### config.mk
export PLATFORM = sky130hd
export DESIGN_NAME = display_capture_flat
export DESIGN_NICKNAME = d
export VERILOG_FILES = /design/src/rtl/display_capture_if.sv /design/src/rtl/display_capture.sv /design/src/flat_wrapper.sv
export SDC_FILE = /design/constraint.sdc
export NUM_CORES = 1
export LEC_CHECK = 0
export CORE_AREA = 10 10 100 102
export CTS_CLUSTER_SIZE = 28
export DETAILED_ROUTE_END_ITERATION = 8
export DIE_AREA = 0 0 110 112
export GPL_TIMING_DRIVEN = 0
export MAX_ROUTING_LAYER = met4
export PLACE_DENSITY = 0.84
export RECOVER_POWER = 50
export SLEW_MARGIN = 20
export SYNTH_ARGS = -nofsm -noshare
export SYNTH_HDL_FRONTEND = slang
export SYNTH_SLANG_ARGS = --single-unit
### constraint.sdc
create_clock -name clk -period 4.45 [get_ports clk]
set_input_delay 0.89 -clock clk [delete_from_list [all_inputs] [get_ports clk]]
set_output_delay 0.89 -clock clk [all_outputs]
set_load 0.05 [all_outputs]
### src/rtl/display_capture_if.sv
// Scan-side and result-side signals of the 7-segment display capture monitor.
// The master drives the display scan. The slave is the capture block.
interface display_capture_if;
    logic [3:0]  digit_select;
    logic [6:0]  led_select;
    logic [13:0] number;
    logic        number_valid;
    logic        number_changed;
    logic        digit_err;
    logic        stale;

    modport master (
        output digit_select, led_select,
        input  number, number_valid, number_changed, digit_err, stale
    );

    modport slave (
        input  digit_select, led_select,
        output number, number_valid, number_changed, digit_err, stale
    );
endinterface

### src/rtl/display_capture.sv
// Watches a multiplexed 4-digit 7-segment scan, debounces each digit and
// converts a complete frame into a binary value with change/stale reporting.
module display_capture #(
    parameter int SETTLE_CYCLES = 4,
    parameter int FRAME_TIMEOUT = 2**21
) (
    input  logic              clk,
    input  logic              reset,
    display_capture_if.slave  dif
);
    localparam int CW = $clog2(SETTLE_CYCLES);
    localparam int TW = $clog2(FRAME_TIMEOUT + 1);
    localparam logic [CW-1:0] CMAX = CW'(SETTLE_CYCLES - 1);
    localparam logic [TW-1:0] TMAX = TW'(FRAME_TIMEOUT);

    typedef enum logic [1:0] {COLLECT, CONVERT, DONE} state_e;

    state_e          state_q, state_d;
    logic [10:0]     prev_q;
    logic [CW-1:0]   cnt_q, cnt_d;
    logic [3:0][3:0] slot_q, slot_d;
    logic [3:0]      cap_q, cap_d;
    logic [1:0]      idx_q, idx_d;
    logic [13:0]     acc_q, acc_d;
    logic [13:0]     number_q, number_d;
    logic            valid_q, valid_d;
    logic            changed_q, changed_d;
    logic            err_q, err_d;
    logic [TW-1:0]   stale_cnt_q, stale_cnt_d;

    logic            sample_en, conv_step, done_ld;
    logic            onehot, same, hit;
    logic [1:0]      sel;
    logic [4:0]      dec;

    // {ok, bcd}; a blank digit reads as zero.
    function automatic logic [4:0] decode(input logic [6:0] seg);
        case (seg)
            7'h40, 7'h7F: decode = {1'b1, 4'd0};
            7'h79:        decode = {1'b1, 4'd1};
            7'h24:        decode = {1'b1, 4'd2};
            7'h30:        decode = {1'b1, 4'd3};
            7'h19:        decode = {1'b1, 4'd4};
            7'h12:        decode = {1'b1, 4'd5};
            7'h02:        decode = {1'b1, 4'd6};
            7'h78:        decode = {1'b1, 4'd7};
            7'h00:        decode = {1'b1, 4'd8};
            7'h10:        decode = {1'b1, 4'd9};
            default:      decode = 5'd0;
        endcase
    endfunction

    always_ff @(posedge clk) begin
        if (reset) begin
            state_q     <= COLLECT;
            prev_q      <= '0;
            cnt_q       <= '0;
            slot_q      <= '0;
            cap_q       <= '0;
            idx_q       <= 2'd3;
            acc_q       <= '0;
            number_q    <= '0;
            valid_q     <= 1'b0;
            changed_q   <= 1'b0;
            err_q       <= 1'b0;
            stale_cnt_q <= '0;
        end else begin
            state_q     <= state_d;
            prev_q      <= {dif.digit_select, dif.led_select};
            cnt_q       <= cnt_d;
            slot_q      <= slot_d;
            cap_q       <= cap_d;
            idx_q       <= idx_d;
            acc_q       <= acc_d;
            number_q    <= number_d;
            valid_q     <= valid_d;
            changed_q   <= changed_d;
            err_q       <= err_d;
            stale_cnt_q <= stale_cnt_d;
        end
    end

    always_comb begin
        state_d = state_q;
        case (state_q)
            COLLECT: if (cap_d == 4'hF) state_d = CONVERT;
            CONVERT: if (idx_q == 2'd0) state_d = DONE;
            default: state_d = COLLECT;
        endcase
    end

    always_comb begin
        sample_en = (state_q == COLLECT);
        conv_step = (state_q == CONVERT);
        done_ld   = (state_q == DONE);
    end

    always_comb begin
        onehot = 1'b1;
        sel    = 2'd0;
        case (dif.digit_select)
            4'b1110: sel = 2'd0;
            4'b1101: sel = 2'd1;
            4'b1011: sel = 2'd2;
            4'b0111: sel = 2'd3;
            default: onehot = 1'b0;
        endcase
        same = ({dif.digit_select, dif.led_select} == prev_q);
        dec  = decode(dif.led_select);

        // Saturating at CMAX gives exactly one sample per dwell.
        if (!onehot || !same || conv_step)
            cnt_d = '0;
        else if (cnt_q == CMAX)
            cnt_d = cnt_q;
        else
            cnt_d = cnt_q + 1'b1;
        hit = sample_en && (cnt_d == CMAX) && (cnt_q != CMAX);

        slot_d      = slot_q;
        cap_d       = cap_q;
        err_d       = 1'b0;
        acc_d       = acc_q;
        idx_d       = idx_q;
        number_d    = number_q;
        valid_d     = 1'b0;
        changed_d   = 1'b0;

        if (hit) begin
            if (dec[4]) begin
                slot_d[sel] = dec[3:0];
                cap_d[sel]  = 1'b1;
            end else begin
                err_d       = 1'b1;
                cap_d[sel]  = 1'b0;
            end
        end

        // idx wraps 0 -> 3, ready for the next frame.
        if (conv_step) begin
            acc_d = (acc_q << 3) + (acc_q << 1) + {10'd0, slot_q[idx_q]};
            idx_d = idx_q - 2'd1;
        end

        if (done_ld) begin
            number_d  = acc_q;
            valid_d   = 1'b1;
            changed_d = (acc_q != number_q);
            cap_d     = '0;
            acc_d     = '0;
        end

        if (done_ld)
            stale_cnt_d = '0;
        else if (stale_cnt_q == TMAX)
            stale_cnt_d = stale_cnt_q;
        else
            stale_cnt_d = stale_cnt_q + 1'b1;
    end

    assign dif.number         = number_q;
    assign dif.number_valid   = valid_q;
    assign dif.number_changed = changed_q;
    assign dif.digit_err      = err_q;
    assign dif.stale          = (stale_cnt_q == TMAX);
endmodule
### src/flat_wrapper.sv
// flat-port wrapper written by rule: the top's interface ports become plain ports
module display_capture_flat 
#(
    parameter int SETTLE_CYCLES = 4,
    parameter int FRAME_TIMEOUT = 2**21
)
  (clk, reset, dif_digit_select, dif_led_select, dif_number, dif_number_valid, dif_number_changed, dif_digit_err, dif_stale);
  display_capture_if dif_i ();
  input  logic clk;
  input  logic reset;
  input wire logic [$bits(dif_i.digit_select)-1:0] dif_digit_select;
  input wire logic [$bits(dif_i.led_select)-1:0] dif_led_select;
  output wire logic [$bits(dif_i.number)-1:0] dif_number;
  output wire logic [$bits(dif_i.number_valid)-1:0] dif_number_valid;
  output wire logic [$bits(dif_i.number_changed)-1:0] dif_number_changed;
  output wire logic [$bits(dif_i.digit_err)-1:0] dif_digit_err;
  output wire logic [$bits(dif_i.stale)-1:0] dif_stale;
  assign dif_i.digit_select = dif_digit_select;
  assign dif_i.led_select = dif_led_select;
  assign dif_number = dif_i.number;
  assign dif_number_valid = dif_i.number_valid;
  assign dif_number_changed = dif_i.number_changed;
  assign dif_digit_err = dif_i.digit_err;
  assign dif_stale = dif_i.stale;
  display_capture #(.SETTLE_CYCLES(SETTLE_CYCLES), .FRAME_TIMEOUT(FRAME_TIMEOUT)) u_core (.clk(clk), .reset(reset), .dif(dif_i));
endmodule
==> summary.txt <==
Boundary Pins: 31
Pre-antenna DRT Iters: 4
overall routing resource usage: 0.1704
final setup fails: 0
clk slew on worst S/H paths: 0.09 ns
area added between synthesis and finish: 13.23%
Async SR Flop Fraction: 0
Placer Congestion: 0.8964
pin count of the biggest net entering global routing: 15
Worst path slowest cell: mux4_2
Syn Inst Count: 508
post-route design area: 5238 um2
first-pass GRT wire length: 16930 um
final setup TNS: 0 ns
WL final: 9972 um
DRC Markers: 0
worst r2r path cells: 10
Ys Warns: 0
n_diodes: 0
Flop pwr share: 0.521
number of synthesized register bits: 90
most used cell, CP: fa_1
CTS tree: yes
DR vias: 3761
Port Buf Inserts: 24
row cnt: 33
share of the synthesized area in the top cell type: 0.3895
Slew Limit Fails: 0
mapped cell area: 4626 um2
Core ar.: 8051 um2
CTS H-tree lvls: 3
cell taking the most area after synthesis: dfxtp_1
Post-synth EDFFs: 0
Internal Power: 0.001227 W
Hold Path End: u_core.slot_q[2]
number of setup buffers added after CTS: 0
DIE AREA: 12320 um2
number of CTS-inserted buffers: 9
clock tree root driver cell: clkbuf_8
Sw Share: 0.2167
Slew headroom: 0.3226
Crit Path Class: reg -> reg
layout cell share with drive strength beyond 1: 0.04753
Netlist cell types: 54
Critical Path Max Stage Delay: 0.59 ns
Avg Cell Area, Syn: 9.106 um2
Worst R2R Start: u_core.idx_q[0]
post-DP HPWL: 7441 um
Hold Crit Start: u_core.slot_q[2]
Logic pwr share: 0.051
status: finished clean
ys flop type: dfxtp_1
Die X: 110 um
unrepaired setup endpoints after global routing: no
drt initial violations: 203
maximum VDD drop: 160.7 uV
placement-stage cell area: 4997 um2
clk sink count: 90
post-synthesis sequential area ratio: 0.3895
Initial Util: 0.5745
Pwr Density: 299.0 nW/um2
Synth area leaders: dfxtp_1, ha_1, xnor2_1, xor2_1, nor2_1
final hold vios: 0
Post-CTS Hold Fix Bufs: 0
CP Launch Type: register
vias in the first global route: 3670
Hold Crit Class: reg -> reg
CP max FO: 6
clock power share: 0.428
GR Overflow Total: 0
switching power: 0.0003393 W
Clock Skew: 0.01059 ns
reg-to-reg slack, setup: 0.84 ns
Mapped Nets: 548
worst-skew pair later-pin latency: 0.37 ns
worst hold path depth: 2
Least-Margin Pin Slew: 1.014 ns
Die H: 112 um
Setup crit end kind: register
Nets: 583
post-CTS resize count: 0
period utilization: 0.8123
initial antenna violation count: 0
Max Fclk: 0.2766 GHz
WP data arrival: 3.88 ns
fin crit period: 3.615 ns
WP data required: 4.72 ns
vias per cell: 5.768
Routed Antenna Nets: 0
Fillers: 665
routed len/inst: 15.29 um
FF-to-FF End: u_core.acc_q[10]
buffer levels on the longest clock path: 2
cells along the critical path: clkbuf_1 > mux4_2 > fa_1 > fa_1 > a21o_1 > a21oi_1 > o21ai_0 > a31oi_1 > nor4_1 > a211o_1
max_cap viols: 0
LEAKAGE: 2.037 nW
## worst max-delay path: cells and delay by family (launching register included)
kind | cells | cell delay, ns
compound gates | 5 | 1.20
fa+ha+maj | 2 | 0.98
mux | 1 | 0.59
buf+inv | 1 | 0.34
flops | 1 | 0.31
simple gates | 1 | 0.08
## layout make-up
| cell class | instances | area [um2] | area share |
|---|---|---|---|
| buffer | 26 | 107.6 | 0.02054 |
| inverter | 8 | 30.03 | 0.005733 |
| sequential | 90 | 1802 | 0.3440 |
| timing repair buffer | 24 | 240.2 | 0.04587 |
| clock inverter | 5 | 102.6 | 0.01959 |
| multi-input combinational | 384 | 2686 | 0.5129 |
| tap | 105 | 131.4 | 0.02508 |
| clock buffer | 10 | 137.6 | 0.02628 |
## metal layers
layer | part of all wire | GRT usage
met4 | 0.017 | 0.05816
met1 | 0.44 | 0.2016
met5 | 0 | -
met2 | 0.49 | 0.2788
met3 | 0.055 | 0.03460
## registers in the layout (all words and copies together) (netlist names)
register	cells
u_core.cnt_q	2
u_core.dif.digit_err	1
u_core.idx_q	2
u_core.dif.number	14
u_core.stale_cnt_q	22
u_core.cap_q	4
u_core.acc_q	14
u_core.dif.number_changed	1
u_core.prev_q	11
u_core.state_q	2
u_core.slot_q	16
u_core.dif.number_valid	1
## power groups by stage
stage,logic [W],clock network (W),registers (W)
4_1_cts,0.0000799,0.000678,0.000817
2_1_floorplan,0.0000566,0,0.000835
3_5_place_dp,0.0000789,0,0.000836
6_report,0.0000799,0.000670,0.000817
5_1_grt,0.0000888,0.000708,0.000818
3_3_place_gp,0.0000760,0,0.000835
## worst max-delay path by stage
stage                                from  cells after the start                to
after floorplan           u_core.idx_q[0]                     10  u_core.acc_q[10]
after global placement    u_core.idx_q[0]                     10  u_core.acc_q[10]
after detailed placement  u_core.idx_q[0]                     10  u_core.acc_q[10]
after CTS                 u_core.idx_q[0]                     10  u_core.acc_q[10]
after global routing      u_core.idx_q[0]                     10  u_core.acc_q[10]
final                     u_core.idx_q[0]                     10  u_core.acc_q[10]
## cell families after synthesis
family,count (synthesis),share of synthesized area
flip-flops,90,0.3895
buffers and inverters,34,0.02976
AO/OA/AOI/OAI,84,0.1307
XOR/XNOR,54,0.1022
multiplexers,18,0.04977
adder cells (fa/ha/maj),27,0.07628
AND/OR/NAND/NOR,201,0.2218
## synth_stat cells (3+ instances only)
cell type / instances
xnor2_1: 31
nand4_1: 9
o21ai_0: 9
dfxtp_1: 90
o21bai_1: 3
o21a_1: 4
nand2_1: 39
a22o_1: 14
and3_1: 8
nor4b_1: 3
clkbuf_1: 21
or3_1: 5
xor2_1: 23
inv_1: 8
nor2_1: 53
a31oi_1: 3
a21o_1: 3
ha_1: 25
o31ai_1: 5
a21oi_1: 20
a211oi_1: 7
nand3_1: 27
o22ai_1: 3
mux2i_1: 14
nor4_1: 9
mux4_2: 4
nor2b_1: 17
nor3_1: 15
nand2b_1: 3
## layout by cell type (no fill, tap or decap), types with 2 or more instances in the layout
master	n
a211oi_4	2
nor2_1	53
dlygate4sd3_1	2
mux4_2	4
nor4b_1	3
o21bai_1	3
a211oi_1	7
bufinv_16	3
xnor2_1	31
and3_1	8
a22o_1	14
or3_1	5
o21ai_0	9
mux2i_1	14
clkdlybuf4s50_1	22
buf_2	2
o22ai_1	3
dfxtp_1	90
o21a_1	4
ha_1	25
or4_1	2
nor2b_1	17
nor4_1	9
nand2_1	39
nand4_1	9
a31oi_1	3
a211o_1	2
nand2b_1	3
a21o_1	3
o31ai_1	5
a21oi_1	20
nor3b_1	2
xor2_1	23
clkbuf_8	10
fa_1	2
clkbuf_1	23
nor3_1	15
inv_1	8
nand3_1	27
and2_1	2
## through the flow
stage | hold WS (ns) | setup WS, ns | total power, W | utilization | instances
global placement | 0.4425 | 0.9154 | 0.0009112 | 0.6207 | 637
detailed placement | 0.4507 | 0.8652 | 0.0009145 | 0.6207 | 637
finish | 0.4648 | 0.8353 | 0.001566 | 0.6505 | 652
floorplan | 0.4290 | 1.219 | 0.0008914 | - | 508
global route | 0.4811 | 0.6587 | 0.001615 | 0.6505 | 652
CTS | 0.4633 | 0.8173 | 0.001574 | 0.6505 | 652
Note: power is estimated with default switching activity, not from simulation.
